[src/rtl/btn_debounce_pulse_if.sv]
// Button-conditioning bus: raw button in, debounced level, edge strobes and press count out.
interface btn_debounce_pulse_if #(
    parameter int COUNT_W = 8
);
    logic               btn_in;
    logic               btn_level;
    logic               rise_pulse;
    logic               fall_pulse;
    logic [COUNT_W-1:0] press_count;

    modport master (output btn_in, input btn_level, rise_pulse, fall_pulse, press_count);
    modport slave  (input btn_in, output btn_level, rise_pulse, fall_pulse, press_count);
endinterface

[src/rtl/btn_debounce_pulse.sv]
// Synchronizes a bouncy button, qualifies it with a stability FSM, and emits a
// clean level, one-cycle rise/fall strobes and a wrapping press counter.
module btn_debounce_pulse #(
    parameter int SYNC_STAGES   = 2,
    parameter int STABLE_CYCLES = 4,
    parameter int COUNT_W       = 8
) (
    input  logic                   clk,
    input  logic                   rst,
    btn_debounce_pulse_if.slave    bus
);
    localparam int            CW   = $clog2(STABLE_CYCLES) + 1;
    localparam logic [CW-1:0] LAST = CW'(STABLE_CYCLES - 1);

    typedef enum logic [1:0] {LOW, WAIT_HIGH, HIGH, WAIT_LOW} state_t;

    logic [SYNC_STAGES-1:0] sync;
    logic                   s;
    state_t                 state, nxt;
    logic [CW-1:0]          cnt, cnt_nxt;
    logic                   level_d, rise_d, fall_d;
    logic                   level_q, rise_q, fall_q;
    logic [COUNT_W-1:0]     press_q;

    // btn_in enters the design only through this chain
    always_ff @(posedge clk or posedge rst) begin
        if (rst) sync <= '0;
        else     sync <= {sync[SYNC_STAGES-2:0], bus.btn_in};
    end
    assign s = sync[SYNC_STAGES-1];

    always_ff @(posedge clk or posedge rst) begin
        if (rst) begin
            state <= LOW;
            cnt   <= '0;
        end else begin
            state <= nxt;
            cnt   <= cnt_nxt;
        end
    end

    always_comb begin
        nxt     = state;
        cnt_nxt = cnt;
        case (state)
            LOW: if (s) begin
                nxt     = WAIT_HIGH;
                cnt_nxt = '0;
            end
            WAIT_HIGH: begin
                if (!s) begin
                    nxt     = LOW;
                    cnt_nxt = '0;
                end else if (cnt == LAST) nxt = HIGH;
                else                      cnt_nxt = cnt + 1'b1;
            end
            HIGH: if (!s) begin
                nxt     = WAIT_LOW;
                cnt_nxt = '0;
            end
            WAIT_LOW: begin
                if (s) begin
                    nxt     = HIGH;
                    cnt_nxt = '0;
                end else if (cnt == LAST) nxt = LOW;
                else                      cnt_nxt = cnt + 1'b1;
            end
            default: begin
                nxt     = LOW;
                cnt_nxt = '0;
            end
        endcase
    end

    // Outputs are computed from the next state so they land on the accepting edge
    assign rise_d  = (state == WAIT_HIGH) && (nxt == HIGH);
    assign fall_d  = (state == WAIT_LOW)  && (nxt == LOW);
    assign level_d = (nxt == HIGH) || (nxt == WAIT_LOW);

    always_ff @(posedge clk or posedge rst) begin
        if (rst) begin
            level_q <= 1'b0;
            rise_q  <= 1'b0;
            fall_q  <= 1'b0;
            press_q <= '0;
        end else begin
            level_q <= level_d;
            rise_q  <= rise_d;
            fall_q  <= fall_d;
            if (rise_d) press_q <= press_q + 1'b1;
        end
    end

    assign bus.btn_level   = level_q;
    assign bus.rise_pulse  = rise_q;
    assign bus.fall_pulse  = fall_q;
    assign bus.press_count = press_q;
endmodule

[src/flat_wrapper.sv]
// flat-port wrapper written by rule: the top's interface ports become plain ports
module btn_debounce_pulse_flat 
#(
    parameter int SYNC_STAGES   = 2,
    parameter int STABLE_CYCLES = 4,
    parameter int COUNT_W       = 8
)
  (clk, rst, bus_btn_in, bus_btn_level, bus_rise_pulse, bus_fall_pulse, bus_press_count);
  btn_debounce_pulse_if #(.COUNT_W(COUNT_W)) bus_i ();
  input  logic clk;
  input  logic rst;
  input wire logic [$bits(bus_i.btn_in)-1:0] bus_btn_in;
  output wire logic [$bits(bus_i.btn_level)-1:0] bus_btn_level;
  output wire logic [$bits(bus_i.rise_pulse)-1:0] bus_rise_pulse;
  output wire logic [$bits(bus_i.fall_pulse)-1:0] bus_fall_pulse;
  output wire logic [$bits(bus_i.press_count)-1:0] bus_press_count;
  assign bus_i.btn_in = bus_btn_in;
  assign bus_btn_level = bus_i.btn_level;
  assign bus_rise_pulse = bus_i.rise_pulse;
  assign bus_fall_pulse = bus_i.fall_pulse;
  assign bus_press_count = bus_i.press_count;
  btn_debounce_pulse #(.SYNC_STAGES(SYNC_STAGES), .STABLE_CYCLES(STABLE_CYCLES), .COUNT_W(COUNT_W)) u_core (.clk(clk), .rst(rst), .bus(bus_i));
endmodule
[config.mk]
export PLATFORM = sky130hd
export DESIGN_NAME = btn_debounce_pulse_flat
export DESIGN_NICKNAME = d
export VERILOG_FILES = /design/src/rtl/btn_debounce_pulse_if.sv /design/src/rtl/btn_debounce_pulse.sv /design/src/flat_wrapper.sv
export SDC_FILE = /design/constraint.sdc
export NUM_CORES = 1
export LEC_CHECK = 0
export BUFFER_PORTS_ARGS = -buffer_cell sky130_fd_sc_hd__buf_2
export CAP_MARGIN = 30
export CORE_MARGIN = 5
export CORE_UTILIZATION = 55
export CTS_CLUSTER_DIAMETER = 60
export DETAILED_ROUTE_END_ITERATION = 10
export GPL_ROUTABILITY_DRIVEN = 1
export GPL_TIMING_DRIVEN = 0
export HOLD_SLACK_MARGIN = 0.08
export PLACE_DENSITY = 0.87
export SLEW_MARGIN = 20
export SYNTH_ARGS = -nofsm -noshare
export SYNTH_HDL_FRONTEND = slang
export SYNTH_SLANG_ARGS = --single-unit
[constraint.sdc]
create_clock -name clk -period 2.7 [get_ports clk]
set_input_delay 0.27 -clock clk [delete_from_list [all_inputs] [get_ports clk]]
set_output_delay 0.27 -clock clk [all_outputs]
set_load 0.02 [all_outputs]
# Word-level counts from Yosys, hierarchy flattened
# Cells that the tools add are included.
[totals]
register_bits = 18
input_bits = 3
out_inout_bits = 11
[op_classes]
addsub = 2
eq_ne = 8
n_mux = 13
reduce_logical = 6
[op_table]
columns = ["op", "n"]
rows = [
  ["$mux W3", 5],
  ["$mux W2", 6],
  ["$pmux W3 S4", 1],
  ["$add A8 B1 Y8 const B", 1],
  ["$eq A2 B2 Y1 const B", 4],
  ["$pmux W2 S4", 1],
  ["$logic_not A2 Y1", 2],
  ["$add A3 B1 Y3 const B", 1],
  ["$eq A3 B2 Y1 const B", 1],
  ["$eq A2 B1 Y1 const B", 1],
  ["$logic_and A1 B1 Y1", 2],
  ["$ne A2 B1 Y1 const B", 1],
  ["$ne A2 B2 Y1 const B", 1],
  ["$reduce_and A2 Y1", 1],
  ["$logic_or A1 B1 Y1", 1],
]

# Longest topological paths before layout
[depth]
depth_word = 6
depth_mapped = 4
depth_no_buf = 4

# Worst setup path after synthesis
# OpenSTA, ideal clock, no wires.
[synth_path]
path_type = "register to register"
from = "register u_core.cnt[0]"
to = "register u_core.press_q[1] (netlist: u_core.bus.press_count[1])"
setup_time_ns = 0.125
arrival_ns = 1.214
required_ns = 2.575
slack_ns = 1.361
stages_incl_launch_ff = 5
path_buffers = 0
synth_period_minus_slack_ns = 1.339
cell_sequence = "dfrtp_1 > ha_1 > nand3b_4 > nor2_4 > mux2_2"
[synth_via]
elab_chain_cells = 6
elab_cells_between_ends = 8
[synth_rtl]
columns = ["element", "line", "rtl"]
rows = [
  ["start, declared", "btn_debounce_pulse.sv:20", "logic [CW-1:0] cnt, cnt_nxt;"],
  ["start signal, assigned", "btn_debounce_pulse.sv:38", "cnt <= cnt_nxt;"],
  ["$eq A3 B2 Y1 (*)", "btn_debounce_pulse.sv:54, btn_debounce_pulse.sv:65", ""],
  ["$mux W2 (on tied branches)", "btn_debounce_pulse.sv:65, btn_debounce_pulse.sv:54", ""],
  ["$mux W2 (on tied branches)", "btn_debounce_pulse.sv:62, btn_debounce_pulse.sv:51", ""],
  ["$pmux W2 S4 (*)", "btn_debounce_pulse.sv:45", "case (state)"],
  ["$eq A2 B2 Y1 (*)", "btn_debounce_pulse.sv:76", "assign rise_d = (state == WAIT_HIGH) && (nxt == HIGH);"],
  ["$logic_and A1 B1 Y1 (*)", "btn_debounce_pulse.sv:76", ""],
  ["net u_core.rise_d", "btn_debounce_pulse.sv:21", "logic level_d, rise_d, fall_d;"],
  ["end signal, assigned", "btn_debounce_pulse.sv:90", "if (rise_d) press_q <= press_q + 1'b1;"],
  ["end, declared", "btn_debounce_pulse.sv:23", "logic [COUNT_W-1:0] press_q;"],
]
# Mark *: on every way through the listed nets, which the timed path passes. The rest lies on a longest branch.
# A chain may end at the register's enable or synchronous reset.

# Worst setup path after layout
# Ends and elaborated chain as after synthesis.

==> impl_metrics.env <==
export IMPL_ys_warn_count=0
export IMPL_start_util_pct=60.0
export IMPL_drive_gt1_share_pct=30.4
export IMPL_areaGrowthSynthToFinish_pct=17.5
export IMPL_hold_path_class="reg -> reg"
export IMPL_grt_max_degree=19
export IMPL_period_share_pct=53.5
export IMPL_first_pass_iters=4
export IMPL_drt_initial_drc_count=6
export IMPL_synthesis_nets=65
export IMPL_worst_pin_slew_ps=659
export IMPL_wl_per_cell_um=13.9
export IMPL_ir_drop_mv=0.440
export IMPL_ff2ff_setup_slack_ps=1260
export IMPL_cts_htree_levels=1
export IMPL_path_class="reg -> reg"
export IMPL_r2r_start="u_core.cnt[0]"
export IMPL_synth_common_cells="18 x dfrtp_1, 8 x xor2_1, 5 x nor3_1"
export IMPL_ant_nets=0
export IMPL_nets=85
export IMPL_slew_headroom_pct=56.0
export IMPL_timing_fmax_ghz=0.692
export IMPL_grt_pass1_vias=494
export IMPL_clk_pin_slew_ps=100
export IMPL_final_area_um2=941
export IMPL_fp_dieW_um=48.2
export IMPL_numCtsBuffers=3
export IMPL_via_per_inst=5.34
export IMPL_hold_path_startpoint="u_core.sync[0]"
export IMPL_end_kind="flop"
export IMPL_diodes=0
export IMPL_antenna_found_initial=0
export IMPL_placed_area_um2=885
export IMPL_synth_cell_types=21
export IMPL_clockBufferDepth=2
export IMPL_critPathRequiredTime_ps=2890
export IMPL_ys_seq_area_share_pct=56.3
export IMPL_crit_fanout=10
export IMPL_cts_setup_buffers=0
export IMPL_async_flop_share_pct=100
export IMPL_tns_ps=0
export IMPL_ios=14
export IMPL_min_period_ps=1440
export IMPL_ys_ff_latch=18
export IMPL_globalplace_congestion=0.745
export IMPL_io_buffers=13
export IMPL_leakagePower_nw=0.573
export IMPL_rows=13
export IMPL_dieArea_um2=2320
export IMPL_wl_um=1300
export IMPL_finalMaxSlewViolations=0
export IMPL_yosysMostFrequentCell="dfrtp_1"
export IMPL_insertion_delay_ps=290
export IMPL_cts_sinks=18
export IMPL_status="completed"
export IMPL_drc_errors=0
export IMPL_power_density_nw_per_um2=711
export IMPL_ys_top_cells_by_area="dfrtp_1 56%, xor2_1 8.8%, mux2_2 4.2%"
export IMPL_yosysTopAreaCell="dfrtp_1"
export IMPL_hpwl_um=915
export IMPL_fin_ws_ps=1260
export IMPL_post_place_ws_ps=1270
export IMPL_crit_start="u_core.cnt[0]"
export IMPL_cts_root_buf="clkbuf_4"
export IMPL_grt_overflow_total=0
export IMPL_cp_start_kind="flop"
export IMPL_die_h_um=48.2
export IMPL_synth_ff_type="dfrtp_1"
export IMPL_grt_use_total_pct=14.4
export IMPL_synth_edf_count=0
export IMPL_cp_data_arrival_time_ps=1630
export IMPL_setup_viol=0
export IMPL_grt_pass1_wl_um=2150
export IMPL_synth_area_per_cell_um2=13.3
export IMPL_core_area_um2=1330
export IMPL_rsz0062_at_grt="no"
export IMPL_synth_top_area_share_pct=56.3
export IMPL_vias=502
export IMPL_timing_hold_violations_final=0
export IMPL_clock_skew_ps=0.864
export IMPL_max_cap_violations=0
export IMPL_synthCells=60
export IMPL_netlist_area_um2=801
export IMPL_cts_tree="yes"
## critical path, stage by stage (launching register included)
cell	delay [ps]
dfrtp_1	390
ha_1	250
nand3b_4	180
nor2_4	180
mux2_2	340
## routing by layer
layer  vias to the layer above  track usage, %  share of wire [%]
li1                        247               -                  -
met1                       241            17.5                 46
met2                        10            21.9                 48
met3                         4            3.32                4.4
met4                         0            11.3                1.9
met5                         -               0                  0
## area by class of cell
type / count / area [um^2]
flip-flops and latches: 18 / 450
fillers: 105 / 393
inverters: 2 / 7.51
clock buffers: 4 / 36.3
repair buffers: 15 / 85.1
well taps: 15 / 18.8
multi-input cells: 40 / 343
## cell usage in the layout, fill, tap and decap left out
| cell type | synthesis | layout |
|---|---|---|
| a21oi_1 | 1 | 1 |
| mux2i_1 | 2 | 2 |
| ha_1 | 2 | 2 |
| nor3_1 | 5 | 5 |
| nand4b_4 | 1 | 1 |
| inv_1 | 2 | 2 |
| nand3b_4 | 1 | 1 |
| clkbuf_8 | 0 | 1 |
| xnor2_1 | 1 | 1 |
| nand2_1 | 3 | 3 |
| nor4_4 | 1 | 1 |
| and2_1 | 1 | 1 |
| nor2_4 | 1 | 1 |
| buf_2 | 0 | 13 |
| nor3b_1 | 1 | 1 |
| xor2_1 | 8 | 8 |
| nand2b_1 | 2 | 2 |
| mux2_2 | 3 | 3 |
| nor2b_1 | 1 | 1 |
| or2b_1 | 1 | 1 |
| nand3_1 | 3 | 3 |
| o22ai_1 | 2 | 2 |
| dfrtp_1 | 18 | 18 |
| dlygate4sd3_1 | 0 | 2 |
| clkbuf_4 | 0 | 3 |
## stage by stage
| stage | instances | total power, W | utilization [%] | hold slack (ps) |
|---|---|---|---|---|
| 2_1_floorplan | 60 | 0.000469 | - | 209 |
| 3_3_place_gp | 88 | 0.000498 | 66.3 | 336 |
| 3_5_place_dp | 88 | 0.000509 | 66.3 | 350 |
| 4_1_cts | 94 | 0.000676 | 70.5 | 373 |
| 5_1_grt | 94 | 0.000709 | 70.5 | 389 |
| 6_report | 94 | 0.000669 | 70.5 | 368 |
## cell families (layout without fill, tap and decap cells)
kind of cell / after synthesis / count (layout) / share of synthesized area, %
AO/OA/AOI/OAI: 3 / 3 / 2.19
XOR/XNOR: 9 / 9 / 9.84
adder cells (fa/ha/maj): 2 / 2 / 3.12
buffers and inverters: 2 / 21 / 0.938
flip-flops: 18 / 18 / 56.2
multiplexers: 5 / 5 / 6.72
AND/OR/NAND/NOR: 21 / 21 / 20.9
## report_power, final
group / switching [W] / total [W] / internal [W]
combinational: 0.0000782 / 0.000153 / 0.0000752
clock: 0.0000821 / 0.000164 / 0.0000822
sequential: 0.0000436 / 0.000351 / 0.000307
total: 0.000204 / 0.000669 / 0.000465
## path summary, 6_finish.rpt
check                                            end  cells after the start
min in group asynchronous  u_core.bus.press_count[7]                      3
min                                   u_core.sync[1]                      0
min reg2reg                           u_core.sync[1]                      0
max in group asynchronous      u_core.bus.rise_pulse                      3
max reg2reg                u_core.bus.press_count[1]                      4
max                        u_core.bus.press_count[1]                      4
## state kept, by name, indices dropped and copies added, names as in the netlist
register,flops
u_core.state,2
u_core.bus.btn_level,1
u_core.sync,2
u_core.bus.rise_pulse,1
u_core.bus.press_count,8
u_core.bus.fall_pulse,1
u_core.cnt,3
## timing repair
| action | CTS | global route |
|---|---|---|
| hold buffers | 2 | 0 |
| hold endpoints to repair | 19 | 0 |
| setup endpoints to repair | 0 | 0 |
| gates resized for setup | 0 | 0 |
(Power assumes the default switching activity.)
